`config.mk`:
```
export PLATFORM = sky130hd
export DESIGN_NAME = add_share_arbiter_flat
export DESIGN_NICKNAME = d
export VERILOG_FILES = /design/src/rtl/add_share_arbiter_if.sv /design/src/rtl/add_share_arbiter.sv /design/src/flat_wrapper.sv
export SDC_FILE = /design/constraint.sdc
export NUM_CORES = 1
export LEC_CHECK = 0
export CORE_MARGIN = 10
export CORE_UTILIZATION = 45
export CTS_CLUSTER_DIAMETER = 30
export DETAILED_ROUTE_END_ITERATION = 12
export GPL_TIMING_DRIVEN = 0
export PLACE_DENSITY = 0.72
export SLEW_MARGIN = 5
export SYNTH_ARGS = -nofsm -noshare
export SYNTH_HDL_FRONTEND = slang
export SYNTH_SLANG_ARGS = --single-unit
```
`constraint.sdc`:
```
create_clock -name clk -period 9.2 [get_ports clk]
set_input_delay 2.3 -clock clk [delete_from_list [all_inputs] [get_ports clk]]
set_output_delay 2.3 -clock clk [all_outputs]
set_load 0.01 [all_outputs]
```
`src/rtl/add_share_arbiter_if.sv`:
```
// add_share_arbiter_if: request/response bundle for the shared adder.
//   master : requester/consumer side (drives req_*, rsp_ready)
//   slave  : arbiter side (drives req_ready, rsp_*)
//   req_valid/req_ready : per-requester handshake, bit i = requester i
//   req_opN, req_aN, req_bN : requester N operation (0=ADD, 1=SUB) and operands
//   rsp_valid/rsp_ready : shared response handshake
//   rsp_id, rsp_result, rsp_zf/sf/of : response owner, result and condition codes
interface add_share_arbiter_if #(
    parameter int W = 64
);
    logic [1:0]   req_valid;
    logic [1:0]   req_ready;
    logic         req_op0;
    logic [W-1:0] req_a0;
    logic [W-1:0] req_b0;
    logic         req_op1;
    logic [W-1:0] req_a1;
    logic [W-1:0] req_b1;
    logic         rsp_valid;
    logic         rsp_ready;
    logic         rsp_id;
    logic [W-1:0] rsp_result;
    logic         rsp_zf;
    logic         rsp_sf;
    logic         rsp_of;

    modport master (
        output req_valid, req_op0, req_a0, req_b0, req_op1, req_a1, req_b1, rsp_ready,
        input  req_ready, rsp_valid, rsp_id, rsp_result, rsp_zf, rsp_sf, rsp_of
    );

    modport slave (
        input  req_valid, req_op0, req_a0, req_b0, req_op1, req_a1, req_b1, rsp_ready,
        output req_ready, rsp_valid, rsp_id, rsp_result, rsp_zf, rsp_sf, rsp_of
    );
endinterface

```
`src/rtl/add_share_arbiter.sv`:
```
// add_share_arbiter: two requesters share a single 64-bit adder.
//   clk   : rising-edge clock
//   rst_n : synchronous active-low reset
//   bus   : add_share_arbiter_if slave port (request/response handshakes)
//   busy  : high whenever the FSM is not IDLE
// ADD takes one adder pass (EXEC); SUB first negates b (NEG), then adds.
// Round-robin on ties, Y86 ZF/SF/OF produced with every result.

module add_64bit (
    input  logic [63:0] a,
    input  logic [63:0] b,
    output logic [63:0] sum
);
    assign sum = a + b;
endmodule

module add_share_arbiter #(
    parameter int W = 64
) (
    input  logic                 clk,
    input  logic                 rst_n,
    add_share_arbiter_if.slave   bus,
    output logic                 busy
);
    typedef enum logic [1:0] {IDLE, NEG, EXEC, RESP} state_t;

    state_t       state_reg, state_next;
    logic         last_grant_reg;
    logic         op_reg;
    logic         id_reg;
    logic [W-1:0] a_reg;
    logic [W-1:0] b_reg;
    logic [W-1:0] b_eff_reg;
    logic         rsp_id_reg;
    logic [W-1:0] rsp_result_reg;
    logic         rsp_zf_reg;
    logic         rsp_sf_reg;
    logic         rsp_of_reg;

    logic [1:0]   grant;
    logic         accept;
    logic         sel;
    logic         sel_op;
    logic [W-1:0] sel_a;
    logic [W-1:0] sel_b;
    logic [W-1:0] add_a;
    logic [W-1:0] add_b;
    logic [W-1:0] sum;
    logic         ovf;

    // Grant only from IDLE; ready is also held low while reset is asserted so
    // nothing can look granted on an edge that is going to be a reset edge.
    always_comb begin
        grant = 2'b00;
        if (rst_n && state_reg == IDLE) begin
            case (bus.req_valid)
                2'b01:   grant = 2'b01;
                2'b10:   grant = 2'b10;
                2'b11:   grant = last_grant_reg ? 2'b01 : 2'b10;
                default: grant = 2'b00;
            endcase
        end
    end

    assign bus.req_ready = grant;
    assign accept        = |grant;
    assign sel           = grant[1];
    assign sel_op        = sel ? bus.req_op1 : bus.req_op0;
    assign sel_a         = sel ? bus.req_a1  : bus.req_a0;
    assign sel_b         = sel ? bus.req_b1  : bus.req_b0;

    // Single adder: NEG forms ~b + 1, otherwise a + b_eff.
    always_comb begin
        add_a = a_reg;
        add_b = b_eff_reg;
        if (state_reg == NEG) begin
            add_a = ~b_reg;
            add_b = W'(1);
        end
    end

    add_64bit u_add (
        .a   (add_a),
        .b   (add_b),
        .sum (sum)
    );

    // Overflow uses the original b so SUB with b = -2^63 is still reported
    // correctly even though negating it wraps back to -2^63.
    always_comb begin
        if (op_reg)
            ovf = (a_reg[W-1] != b_reg[W-1]) && (sum[W-1] != a_reg[W-1]);
        else
            ovf = (a_reg[W-1] == b_reg[W-1]) && (sum[W-1] != a_reg[W-1]);
    end

    always_comb begin
        state_next = state_reg;
        case (state_reg)
            IDLE: if (accept) state_next = sel_op ? NEG : EXEC;
            NEG:  state_next = EXEC;
            EXEC: state_next = RESP;
            RESP: if (bus.rsp_ready) state_next = IDLE;
            default: state_next = IDLE;
        endcase
    end

    always_ff @(posedge clk) begin
        if (!rst_n) begin
            state_reg      <= IDLE;
            last_grant_reg <= 1'b1;
            op_reg         <= 1'b0;
            id_reg         <= 1'b0;
            a_reg          <= '0;
            b_reg          <= '0;
            b_eff_reg      <= '0;
            rsp_id_reg     <= 1'b0;
            rsp_result_reg <= '0;
            rsp_zf_reg     <= 1'b0;
            rsp_sf_reg     <= 1'b0;
            rsp_of_reg     <= 1'b0;
        end else begin
            state_reg <= state_next;
            case (state_reg)
                IDLE: begin
                    if (accept) begin
                        op_reg         <= sel_op;
                        id_reg         <= sel;
                        a_reg          <= sel_a;
                        b_reg          <= sel_b;
                        b_eff_reg      <= sel_b;
                        last_grant_reg <= sel;
                    end
                end
                NEG: b_eff_reg <= sum;
                EXEC: begin
                    rsp_id_reg     <= id_reg;
                    rsp_result_reg <= sum;
                    rsp_zf_reg     <= (sum == '0);
                    rsp_sf_reg     <= sum[W-1];
                    rsp_of_reg     <= ovf;
                end
                default: ;
            endcase
        end
    end

    assign bus.rsp_valid  = (state_reg == RESP);
    assign bus.rsp_id     = rsp_id_reg;
    assign bus.rsp_result = rsp_result_reg;
    assign bus.rsp_zf     = rsp_zf_reg;
    assign bus.rsp_sf     = rsp_sf_reg;
    assign bus.rsp_of     = rsp_of_reg;
    assign busy           = (state_reg != IDLE);
endmodule

```
`src/flat_wrapper.sv`:
```
// flat-port wrapper written by rule: the top's interface ports become plain ports
module add_share_arbiter_flat 
#(
    parameter int W = 64
)
  (clk, rst_n, busy, bus_req_valid, bus_req_op0, bus_req_a0, bus_req_b0, bus_req_op1, bus_req_a1, bus_req_b1, bus_rsp_ready, bus_req_ready, bus_rsp_valid, bus_rsp_id, bus_rsp_result, bus_rsp_zf, bus_rsp_sf, bus_rsp_of);
  add_share_arbiter_if #(.W(W)) bus_i ();
  input  logic clk;
  input  logic rst_n;
  output logic busy;
  input wire logic [$bits(bus_i.req_valid)-1:0] bus_req_valid;
  input wire logic [$bits(bus_i.req_op0)-1:0] bus_req_op0;
  input wire logic [$bits(bus_i.req_a0)-1:0] bus_req_a0;
  input wire logic [$bits(bus_i.req_b0)-1:0] bus_req_b0;
  input wire logic [$bits(bus_i.req_op1)-1:0] bus_req_op1;
  input wire logic [$bits(bus_i.req_a1)-1:0] bus_req_a1;
  input wire logic [$bits(bus_i.req_b1)-1:0] bus_req_b1;
  input wire logic [$bits(bus_i.rsp_ready)-1:0] bus_rsp_ready;
  output wire logic [$bits(bus_i.req_ready)-1:0] bus_req_ready;
  output wire logic [$bits(bus_i.rsp_valid)-1:0] bus_rsp_valid;
  output wire logic [$bits(bus_i.rsp_id)-1:0] bus_rsp_id;
  output wire logic [$bits(bus_i.rsp_result)-1:0] bus_rsp_result;
  output wire logic [$bits(bus_i.rsp_zf)-1:0] bus_rsp_zf;
  output wire logic [$bits(bus_i.rsp_sf)-1:0] bus_rsp_sf;
  output wire logic [$bits(bus_i.rsp_of)-1:0] bus_rsp_of;
  assign bus_i.req_valid = bus_req_valid;
  assign bus_i.req_op0 = bus_req_op0;
  assign bus_i.req_a0 = bus_req_a0;
  assign bus_i.req_b0 = bus_req_b0;
  assign bus_i.req_op1 = bus_req_op1;
  assign bus_i.req_a1 = bus_req_a1;
  assign bus_i.req_b1 = bus_req_b1;
  assign bus_i.rsp_ready = bus_rsp_ready;
  assign bus_req_ready = bus_i.req_ready;
  assign bus_rsp_valid = bus_i.rsp_valid;
  assign bus_rsp_id = bus_i.rsp_id;
  assign bus_rsp_result = bus_i.rsp_result;
  assign bus_rsp_zf = bus_i.rsp_zf;
  assign bus_rsp_sf = bus_i.rsp_sf;
  assign bus_rsp_of = bus_i.rsp_of;
  add_share_arbiter #(.W(W)) u_core (.clk(clk), .rst_n(rst_n), .bus(bus_i), .busy(busy));
endmodule
```
==> impl_metrics.env <==
export IMPL_skew_ns=0.0471
export IMPL_p_sw_share_pct=47.4
export IMPL_vias=20141
export IMPL_routed_top_layer="met5"
export IMPL_cap_viol_max_count=0
export IMPL_yosysWarnings=0
export IMPL_synth_edff_count=0
export IMPL_die_area_um2=46200
export IMPL_fin_tns_setup_ns=0
export IMPL_synthArstFlopShare_pct=0
export IMPL_final_seq_area_um2=5290
export IMPL_grt_usage_pct=35.1
export IMPL_multiInputGateArea_um2=11000
export IMPL_post_route_period_util_pct=91.5
export IMPL_worst_pin_slew_ns=1.36
export IMPL_endpoint="bus_req_ready[1]"
export IMPL_outcome="finished clean"
export IMPL_cts_buffers=60
export IMPL_start_kind="primary input"
export IMPL_core_um2=37600
export IMPL_hold_violations=0
export IMPL_totalWireLength_um=85600
export IMPL_p_switching_uw=3990
export IMPL_synthFlopType="dfxtp_1"
export IMPL_p_int_uw=4430
export IMPL_firstDrtPassIters=8
export IMPL_r2r_slack_ns=1.55
export IMPL_overflow=0
export IMPL_critPathArrivalTime_ns=6.11
export IMPL_combPwrFrac_pct=54.5
export IMPL_seq_area_frac_synth_pct=30.9
export IMPL_place_ws_ns=0.897
export IMPL_final_setup_worst_slack_ns=0.786
export IMPL_dp_hpwl_um=66600
export IMPL_syn_nets=2696
export IMPL_wl_met3_um=8440
export IMPL_cts_buffer_depth=3
export IMPL_grt_max_degree=16
export IMPL_antenna_left=0
export IMPL_p_clk_share_pct=26.3
export IMPL_cts_reportedPaths_clkPinSlew_ns=0.05
export IMPL_holdWs_ns=0.447
export IMPL_endpoint_kind="primary output"
export IMPL_synth_seq_cells=264
export IMPL_setup_viol=0
export IMPL_avgSynthCellArea_um2=7.23
export IMPL_die_y_um=215
export IMPL_io_buffers=333
export IMPL_wl_per_cell_um=25.7
export IMPL_post_cts_resized=0
export IMPL_wl_met1_um=34400
export IMPL_cp_max_fo=10
export IMPL_drc=0
export IMPL_hold_class="flop to flop"
export IMPL_ios=335
export IMPL_gp_congestion=1.01
export IMPL_synthDistinctLibCells=82
export IMPL_startpoint="rst_n"
export IMPL_die_w_um=215
export IMPL_ctsHoldBuffers=0
export IMPL_mostFrequentLayoutCell="nor2_1"
export IMPL_grt_pass1_wl_um=125000
export IMPL_mappedNetlistArea_um2=17100
export IMPL_postCtsSetupRepairBufs=0
export IMPL_worstRegToRegCells=19
export IMPL_p_per_area_nw_per_um2=363
export IMPL_first_global_vias=19925
export IMPL_n_fill_cell=3433
export IMPL_slew_headroom_pct=8.47
export IMPL_p_leak_uw=0.00931
export IMPL_grt_antenna_before_repair=2
export IMPL_num_rows=71
export IMPL_cts_tree="done"
export IMPL_r2r_end="u_core.bus.rsp_zf$_SDFFE_PN0P_"
export IMPL_drive_gt1_share_pct=5.44
export IMPL_cts_sinks=264
export IMPL_worst_ep_required_time_ns=6.90
export IMPL_period_needed_ns=8.41
export IMPL_clk_latency_ns=0.63
export IMPL_critPathKind="primary input to primary output"
export IMPL_power_frac_seq_pct=19.2
export IMPL_fmax_ghz=0.119
export IMPL_drt_vias_per_instance=6.06
export IMPL_drtIter0Drc=2008
export IMPL_p_total_uw=8420
export IMPL_synth_cells=2364
export IMPL_ir_drop_mv=0.214
export IMPL_num_nets_final=3092
export IMPL_r2r_start="u_core.state_reg[1]$_SDFFE_PN0P_"
export IMPL_wl_met2_um=38400
export IMPL_rsz0062_at_grt="false"
export IMPL_initial_core_util_pct=45.5
export IMPL_drv_slew=0
export IMPL_root_buffer="clkbuf_16"
export IMPL_mostFrequentLayoutCells="414 x nor2_1, 382 x nand2_1, 333 x clkdlybuf4s50_1, 264 x dfxtp_1, 190 x a21oi_1"
export IMPL_htreeDepth=2
export IMPL_areaGrowthSynthToFinish_pct=35.7
[layout make-up]
| class | count | area share [%] |
|---|---|---|
| plain buffers | 178 | 3.01 |
| well taps | 511 | 2.76 |
| diodes | 2 | 0.0216 |
| clock inverters | 34 | 1.64 |
| flip-flops and latches | 264 | 22.8 |
| clock buffers | 79 | 7.47 |
| inverters | 27 | 0.437 |
| repair buffers | 334 | 14.4 |
| multi-input cells | 1895 | 47.5 |
[cell usage after synthesis (all sizes together), types with 16 or more instances]
cell	count	area, µm²
xnor2	25	219
nand3	25	125
dfxtp	264	5290
inv	26	97.6
nand2b	16	100
buf	36	164
a21oi	192	968
clkbuf	142	534
o211ai	23	186
nor2b	67	419
nand2	382	1430
a211oi	84	631
nor3	56	285
and2	20	125
nor2	414	1550
ha	68	851
nand4	36	225
o21a	18	135
xor2	19	166
o21ai	99	495
nor4	18	134
a311oi	68	596
mux2i	83	831
a21o	29	218
[power groups by stage]
stage / Combinational [µW] / Sequential [µW] / Clock [µW]
after detailed placement: 4410 / 1620 / 0
final: 4590 / 1620 / 2210
after global placement: 4360 / 1610 / 0
after CTS: 4440 / 1610 / 2200
after floorplan: 2730 / 1610 / 0
after global routing: 4880 / 1640 / 2270
[worst min-delay path by stage]
stage	slack, ns	endpoint	cells after the start	startpoint
after floorplan	0.43	u_core.b_eff_reg[0]$_SDFFE_PN0P_	2	u_core.b_eff_reg[0]$_SDFFE_PN0P_
after global placement	0.43	u_core.b_eff_reg[52]$_SDFFE_PN0P_	2	u_core.b_eff_reg[52]$_SDFFE_PN0P_
after detailed placement	0.44	u_core.b_eff_reg[50]$_SDFFE_PN0P_	2	u_core.b_eff_reg[50]$_SDFFE_PN0P_
after CTS	0.45	u_core.b_eff_reg[50]$_SDFFE_PN0P_	2	u_core.b_eff_reg[50]$_SDFFE_PN0P_
after global routing	0.46	u_core.b_eff_reg[4]$_SDFFE_PN0P_	2	u_core.b_eff_reg[4]$_SDFFE_PN0P_
final	0.45	u_core.b_eff_reg[0]$_SDFFE_PN0P_	2	u_core.b_eff_reg[0]$_SDFFE_PN0P_
[worst max-delay path, stage by stage]
cell and delay, ns:
clkbuf_1 0.47, inv_1 0.21, nor2_1 0.24, nand3_1 0.48, clkinv_1 0.43, clkbuf_1 0.93
buf_1 0.41, clkdlybuf4s50_1 0.63
[stage by stage]
step	instance area [µm²]	utilization (%)	cells
2_1_floorplan	17100	-	2364
3_3_place_gp	21100	56.1	3208
3_5_place_dp	21100	56.1	3208
4_1_cts	23200	61.7	3321
5_1_grt	23200	61.7	3322
6_report	23200	61.8	3324
[layer usage]
metal / track usage [%] / up-vias
met5: 0 / -
met4: 18.0 / 2
met3: 8.75 / 215
met2: 56.1 / 1145
met1: 43.0 / 9594
li1: - / 9185
[logic make-up after synthesis]
kind of cell | after synthesis | synth area share (%)
compound gates | 608 | 23.8
buf+inv | 205 | 4.68
fa+ha+maj | 69 | 5.09
simple gates | 1083 | 27.8
mux | 91 | 5.39
flops | 264 | 30.9
xor+xnor | 44 | 2.25
Power figures use the tool's default switching activity.
